<file path="src/rtl/msx_mouse_port.sv">
// MSX mouse encoder for the joystick ports: saturating delta accumulator,
// per-port nibble sequencers with timeout, and joystick pass-through.
module msx_mouse_port #(
  parameter int NUM_PORTS = 2,
  parameter int TIMEOUT   = 100000,
  parameter int DELTA_W   = 9,
  parameter bit INVERT_X  = 1'b1,
  parameter bit INVERT_Y  = 1'b0,
  localparam int PSEL_W   = (NUM_PORTS > 1) ? $clog2(NUM_PORTS) : 1
) (
  input  logic                     clk_sys,
  input  logic                     reset,
  input  logic                     mouse_strobe,
  input  logic [DELTA_W-1:0]       mouse_dx,
  input  logic [DELTA_W-1:0]       mouse_dy,
  input  logic [1:0]               mouse_btn,
  input  logic [PSEL_W-1:0]        port_sel,
  input  logic [6*NUM_PORTS-1:0]   joy_in,
  input  logic [NUM_PORTS-1:0]     msx_str,
  output logic [6*NUM_PORTS-1:0]   port_out,
  output logic [NUM_PORTS-1:0]     mouse_active
);

  localparam int SUM_W = DELTA_W + 2;
  localparam int TMO_W = $clog2(TIMEOUT + 1);
  localparam logic signed [SUM_W-1:0] MAXV = SUM_W'(127);
  localparam logic signed [SUM_W-1:0] MINV = -SUM_W'(128);

  function automatic logic signed [7:0] sat8(input logic signed [SUM_W-1:0] v);
    if (v > MAXV)      return 8'sd127;
    else if (v < MINV) return -8'sd128;
    else               return v[7:0];
  endfunction

  logic signed [7:0]       acc_x_q, acc_x_d, acc_y_q, acc_y_d;
  logic signed [7:0]       snap_x_q, snap_x_d, snap_y_q, snap_y_d;
  logic [NUM_PORTS-1:0]    active_q, active_d, str_q, edge_w, seq_en;
  logic [1:0]              nib_q [NUM_PORTS];
  logic [1:0]              nib_d [NUM_PORTS];
  logic [TMO_W-1:0]        tmo_q [NUM_PORTS];
  logic [TMO_W-1:0]        tmo_d [NUM_PORTS];
  logic [5:0]              out_q [NUM_PORTS];
  logic [5:0]              out_d [NUM_PORTS];
  logic [PSEL_W-1:0]       sel_q;
  logic                    sel_chg, snap_fire;
  logic signed [SUM_W-1:0] dx_ext, dy_ext, dx_eff, dy_eff, base_x, base_y;
  logic [5:0]              joy;

  assign dx_ext = {{2{mouse_dx[DELTA_W-1]}}, mouse_dx};
  assign dy_ext = {{2{mouse_dy[DELTA_W-1]}}, mouse_dy};
  assign dx_eff = INVERT_X ? -dx_ext : dx_ext;
  assign dy_eff = INVERT_Y ? -dy_ext : dy_ext;

  // Mode control: clear (joystick activity or port change) beats set (packet).
  always_comb begin
    sel_chg   = (port_sel != sel_q);
    snap_fire = 1'b0;
    active_d  = active_q;
    edge_w    = str_q ^ msx_str;
    seq_en    = '0;
    joy       = '1;
    for (int p = 0; p < NUM_PORTS; p++) begin
      joy = joy_in[6*p +: 6];
      if (sel_chg || !(&joy))
        active_d[p] = 1'b0;
      else if (mouse_strobe && (port_sel == PSEL_W'(p)))
        active_d[p] = 1'b1;
      seq_en[p] = active_q[p] & active_d[p];
      if (seq_en[p] && edge_w[p] && (nib_q[p] == 2'd0))
        snap_fire = 1'b1;
    end
  end

  // A packet coinciding with the snapshot lands on a cleared accumulator.
  always_comb begin
    base_x   = snap_fire ? '0 : {{(SUM_W-8){acc_x_q[7]}}, acc_x_q};
    base_y   = snap_fire ? '0 : {{(SUM_W-8){acc_y_q[7]}}, acc_y_q};
    acc_x_d  = base_x[7:0];
    acc_y_d  = base_y[7:0];
    if (mouse_strobe) begin
      acc_x_d = sat8(base_x + dx_eff);
      acc_y_d = sat8(base_y + dy_eff);
    end
    snap_x_d = snap_fire ? acc_x_q : snap_x_q;
    snap_y_d = snap_fire ? acc_y_q : snap_y_q;
  end

  // Per-port nibble sequencer and output register.
  always_comb begin
    for (int p = 0; p < NUM_PORTS; p++) begin
      nib_d[p] = nib_q[p];
      tmo_d[p] = tmo_q[p];
      out_d[p] = out_q[p];
      if (seq_en[p] && edge_w[p]) begin
        case (nib_q[p])
          2'd0:    out_d[p][3:0] = acc_x_q[7:4];
          2'd1:    out_d[p][3:0] = snap_x_q[3:0];
          2'd2:    out_d[p][3:0] = snap_y_q[7:4];
          default: out_d[p][3:0] = snap_y_q[3:0];
        endcase
        nib_d[p] = nib_q[p] + 2'd1;
        tmo_d[p] = TMO_W'(TIMEOUT);
      end else if (tmo_q[p] != '0) begin
        tmo_d[p] = tmo_q[p] - TMO_W'(1);
        if (tmo_q[p] == TMO_W'(1))
          nib_d[p] = 2'd0;
      end
      if (sel_chg)
        nib_d[p] = 2'd0;
      if (active_d[p])
        out_d[p][5:4] = ~mouse_btn;
      else
        out_d[p] = joy_in[6*p +: 6];
    end
  end

  always_ff @(posedge clk_sys) begin
    if (reset) begin
      acc_x_q  <= '0;
      acc_y_q  <= '0;
      snap_x_q <= '0;
      snap_y_q <= '0;
      active_q <= '0;
      str_q    <= '0;
      sel_q    <= '0;
      for (int p = 0; p < NUM_PORTS; p++) begin
        nib_q[p] <= '0;
        tmo_q[p] <= '0;
        out_q[p] <= '1;
      end
    end else begin
      acc_x_q  <= acc_x_d;
      acc_y_q  <= acc_y_d;
      snap_x_q <= snap_x_d;
      snap_y_q <= snap_y_d;
      active_q <= active_d;
      str_q    <= msx_str;
      sel_q    <= port_sel;
      for (int p = 0; p < NUM_PORTS; p++) begin
        nib_q[p] <= nib_d[p];
        tmo_q[p] <= tmo_d[p];
        out_q[p] <= out_d[p];
      end
    end
  end

  always_comb begin
    port_out = '1;
    for (int p = 0; p < NUM_PORTS; p++)
      port_out[6*p +: 6] = out_q[p];
    mouse_active = active_q;
  end

endmodule

</file>
<file path="config.mk">
export PLATFORM = sky130hd
export DESIGN_NAME = msx_mouse_port
export DESIGN_NICKNAME = d
export VERILOG_FILES = /design/src/rtl/msx_mouse_port.sv
export SDC_FILE = /design/constraint.sdc
export NUM_CORES = 1
export LEC_CHECK = 0
export ABC_CLOCK_PERIOD_IN_PS = 9230
export CAP_MARGIN = 0
export CORE_AREA = 2 2 137 139
export CTS_CLUSTER_SIZE = 20
export DETAILED_ROUTE_END_ITERATION = 10
export DIE_AREA = 0 0 139 141
export DONT_BUFFER_PORTS = 1
export PLACE_DENSITY = 0.4
export SYNTH_ARGS = -nofsm -noshare
export SYNTH_HDL_FRONTEND = slang
export SYNTH_SLANG_ARGS = --single-unit
</file>
<file path="constraint.sdc">
create_clock -name clk_sys -period 9.23 [get_ports clk_sys]
set_input_delay 0 -clock clk_sys [delete_from_list [all_inputs] [get_ports clk_sys]]
set_output_delay 0 -clock clk_sys [all_outputs]
set_load 0.1 [all_outputs]
</file>
==> flow_metrics.py <==
metrics = {
    "run_status": {
        "status": "completed",
    },
    "job": {
        "max-cap-violations": 0,
    },
    "yosys": {
        "syn_area_per_cell_um2": 8.41,
        "async_flop_share_pct": 0,
        "postSynthNetCount": 641,
        "yosysWarnings": 0,
        "synth.distinct_cells": 66,
        "syn_area_um2": 4800,
        "ys_seq_elements": 83,
        "synth_cells": 570,
        "synth_flop_cell": "dfxtp_1",
        "synth_enable_flop_cells": 0,
        "yosysSeqAreaShare_pct": 34.6,
    },
    "die": {
        "std_cell_rows": 50,
        "core_um2": 18300,
        "io_pins": 52,
        "dieArea_um2": 19600,
        "die_h_um": 141,
        "die_x_um": 139,
        "initial_core_util_pct": 26.3,
    },
    "grt": {
        "grt_overflow": 0,
        "antenna_found_initial": 0,
        "grt-busiest-layer": "met2",
        "grt_max_degree": 36,
        "grt.met2_usage_pct": 19.3,
        "grtUsageMet1_pct": 16.0,
        "grt_first_pass_wirelength_mm": 20.0,
        "first_global_vias": 4028,
        "met3_usage_pct": 3.74,
        "grt_usage_pct": 12.4,
    },
    "clocking": {
        "root_buffer": "clkbuf_16",
        "ctsResizeCount": 0,
        "h-tree-depth": 3,
        "clkTransAtPathRegs_ps": 60,
        "postCtsSetupBuffers": 0,
        "postCtsHoldBufs": 25,
        "clk_latency_ps": 330,
        "cts_inserted_buffers": 9,
        "numClockSinks": 83,
        "cts_tree": "done",
        "clock_path_buffers": 2,
    },
    "power": {
        "power.total_mw": 1.47,
        "vdd_ir_drop_max_v": 0.000103,
        "p_per_area_nw_per_um2": 263,
        "power_leakage_nw": 2.31,
    },
    "timing": {
        "fmax_mhz": 202,
        "grt_setup_unrepaired": "no",
        "drv_slew": 0,
        "skew_ps": 6.19,
        "finalCriticalPeriod_ps": 4950,
        "slew_headroom_pct": 32.0,
        "worst_pin_slew_ps": 1020,
        "fin_tns_setup_ps": 0,
        "hold_viol": 0,
        "timing.hold.ws_ps": 34.9,
        "period_share_pct": 53.6,
        "setup-violations-final": 0,
    },
    "routing": {
        "antenna_left": 0,
        "drtIter0Drc": 334,
        "wl_per_cell_um": 14.4,
        "viasPerCell": 4.96,
        "vias": 4107,
        "route.detailed.drc": 0,
        "dr.pass1.iters": 5,
        "routed_wl_mm": 11.9,
    },
    "worst_setup_path": {
        "reg2reg_from": "mouse_active[1]",
        "required_ps": 9450,
        "regToRegSetupSlack_ps": 4280,
        "criticalPathCategory": "register to register",
        "rr_endpoint": "acc_x_q[5]",
        "arrival_ps": 5170,
        "reg2reg_depth": 15,
        "end_kind": "register",
        "critPathMaxFanout": 34,
        "worstSetupStartpointType": "register",
    },
    "hold_path": {
        "hold_path_startpoint": "mouse_dy[0]",
        "min_path_type": "input port to register",
        "min_to": "acc_y_q[0]",
        "min_path_cells": 3,
    },
    "cells_and_area": {
        "layout_common_cells": "83 x dfxtp_1, 69 x nand2_1, 50 x nor2_1",
        "stdcell_count": 828,
        "nets": 662,
        "syn2layout_area_growth_pct": 16.2,
        "drive_above_1_share_pct": 4.71,
        "design_area_um2": 5570,
        "final_common_cell": "dfxtp_1",
        "antenna_cells": 0,
    },
    "placed_design": {
        "port_buffers": 0,
        "placed_cells": 789,
        "gp_congestion": 0.792,
        "detailed_place_hpwl_mm": 8.72,
        "placed_cell_area_um2": 5030,
    },
}
-- layer usage --
layer | up-vias | wire length (µm)
met2 | 106 | 5280
met3 | 16 | 756
met1 | 1909 | 5690
met5 | - | 0
li1 | 2076 | -
met4 | 0 | 190
-- flip-flops by register name, indices dropped and copies added (netlist names), 4 cells and up --
signal    cells
acc_y_q       8
snap_y_q      8
out_q        12
snap_x_q      4
acc_x_q       8
nib_q         4
tmo_q        34
-- kinds of logic (layout without fill, tap and decap cells) --
family	after synthesis	in the layout	synth area share [%]
xor+xnor	39	39	7.12
simple gates	235	235	24.8
flops	83	83	34.6
buf+inv	44	68	3.65
compound gates	123	123	18.1
fa+ha+maj	33	33	8.92
mux	13	13	2.71
-- per-stage QoR --
| step | setup slack [ps] | utilization [%] |
|---|---|---|
| 2_1_floorplan | 4620 | - |
| 3_3_place_gp | 4320 | 27.5 |
| 3_5_place_dp | 4280 | 27.5 |
| 4_1_cts | 4260 | 30.5 |
| 5_1_grt | 3900 | 30.5 |
| 6_report | 4280 | 30.5 |
-- cell type report --
cell class	instances	area, µm²
clock buffer	11	243
clock inverter	3	40.0
fill	1880	12700
inverter	28	105
multi-input combinational	443	2960
sequential	83	1660
tap	234	293
timing repair buffer	26	268
-- report_power, final --
group	total, mW	internal, mW	switching [mW]
clock	0.345	0.213	0.132
sequential	0.500	0.424	0.0754
combinational	0.620	0.283	0.337
-- how the worst max path moves through the flow --
stage | start | cells past startpoint | slack (ps) | end
global placement | mouse_active[1] | 14 | 4320 | acc_y_q[2]
global route | mouse_active[1] | 14 | 3900 | acc_y_q[4]
finish | mouse_active[1] | 15 | 4280 | acc_x_q[5]
floorplan | mouse_active[1] | 15 | 4620 | acc_x_q[6]
detailed placement | mouse_active[1] | 14 | 4280 | acc_y_q[2]
CTS | mouse_active[1] | 14 | 4260 | acc_y_q[2]
-- Yosys cell counts (2+ instances only) --
cell type / count / area, µm²
a311oi_1: 2 / 17.5
dfxtp_1: 83 / 1660
a21o_1: 6 / 45.0
and2_1: 17 / 106
o21ai_0: 20 / 100
nor2_1: 50 / 188
nor3_1: 17 / 85.1
a22o_1: 2 / 17.5
nand4b_1: 2 / 17.5
or4_1: 4 / 30.0
inv_1: 28 / 105
or2_2: 2 / 12.5
xor2_1: 12 / 105
o211ai_1: 10 / 75.1
nand2_1: 69 / 259
xnor2_1: 27 / 236
a222oi_1: 8 / 80.1
or3_1: 7 / 43.8
nand4_1: 4 / 25.0
ha_1: 31 / 388
a21oi_1: 32 / 160
nand3_1: 18 / 90.1
o221ai_1: 2 / 17.5
or2_1: 4 / 25.0
or4_4: 2 / 22.5
fa_1: 2 / 40.0
a21boi_0: 2 / 15.0
a2bb2oi_1: 4 / 35.0
and3_1: 3 / 18.8
o31ai_1: 2 / 15.0
o21bai_1: 2 / 15.0
nor4_1: 8 / 50.1
mux2i_1: 13 / 130
a211oi_1: 7 / 52.6
nand3b_1: 4 / 30.0
o21a_1: 4 / 30.0
clkbuf_1: 12 / 45.0
buf_2: 2 / 10.0
a221o_1: 5 / 50.1
nor2b_1: 9 / 56.3
nand2b_1: 7 / 43.8
-- worst max-delay path: stages (launching register included) --
cell      delay (ps)
dfxtp_1          990
nand2_1          150
a211oi_2         580
and2_1           290
a22oi_2           70
buf_4            280
nand2_1          170
inv_1             60
ha_1             260
nor2b_1          150
o31ai_2          340
a21oi_1          260
or4b_1           510
nand4_1          150
a21boi_0         240
a221o_1          320
No activity file was read; power rests on OpenSTA's default activity.
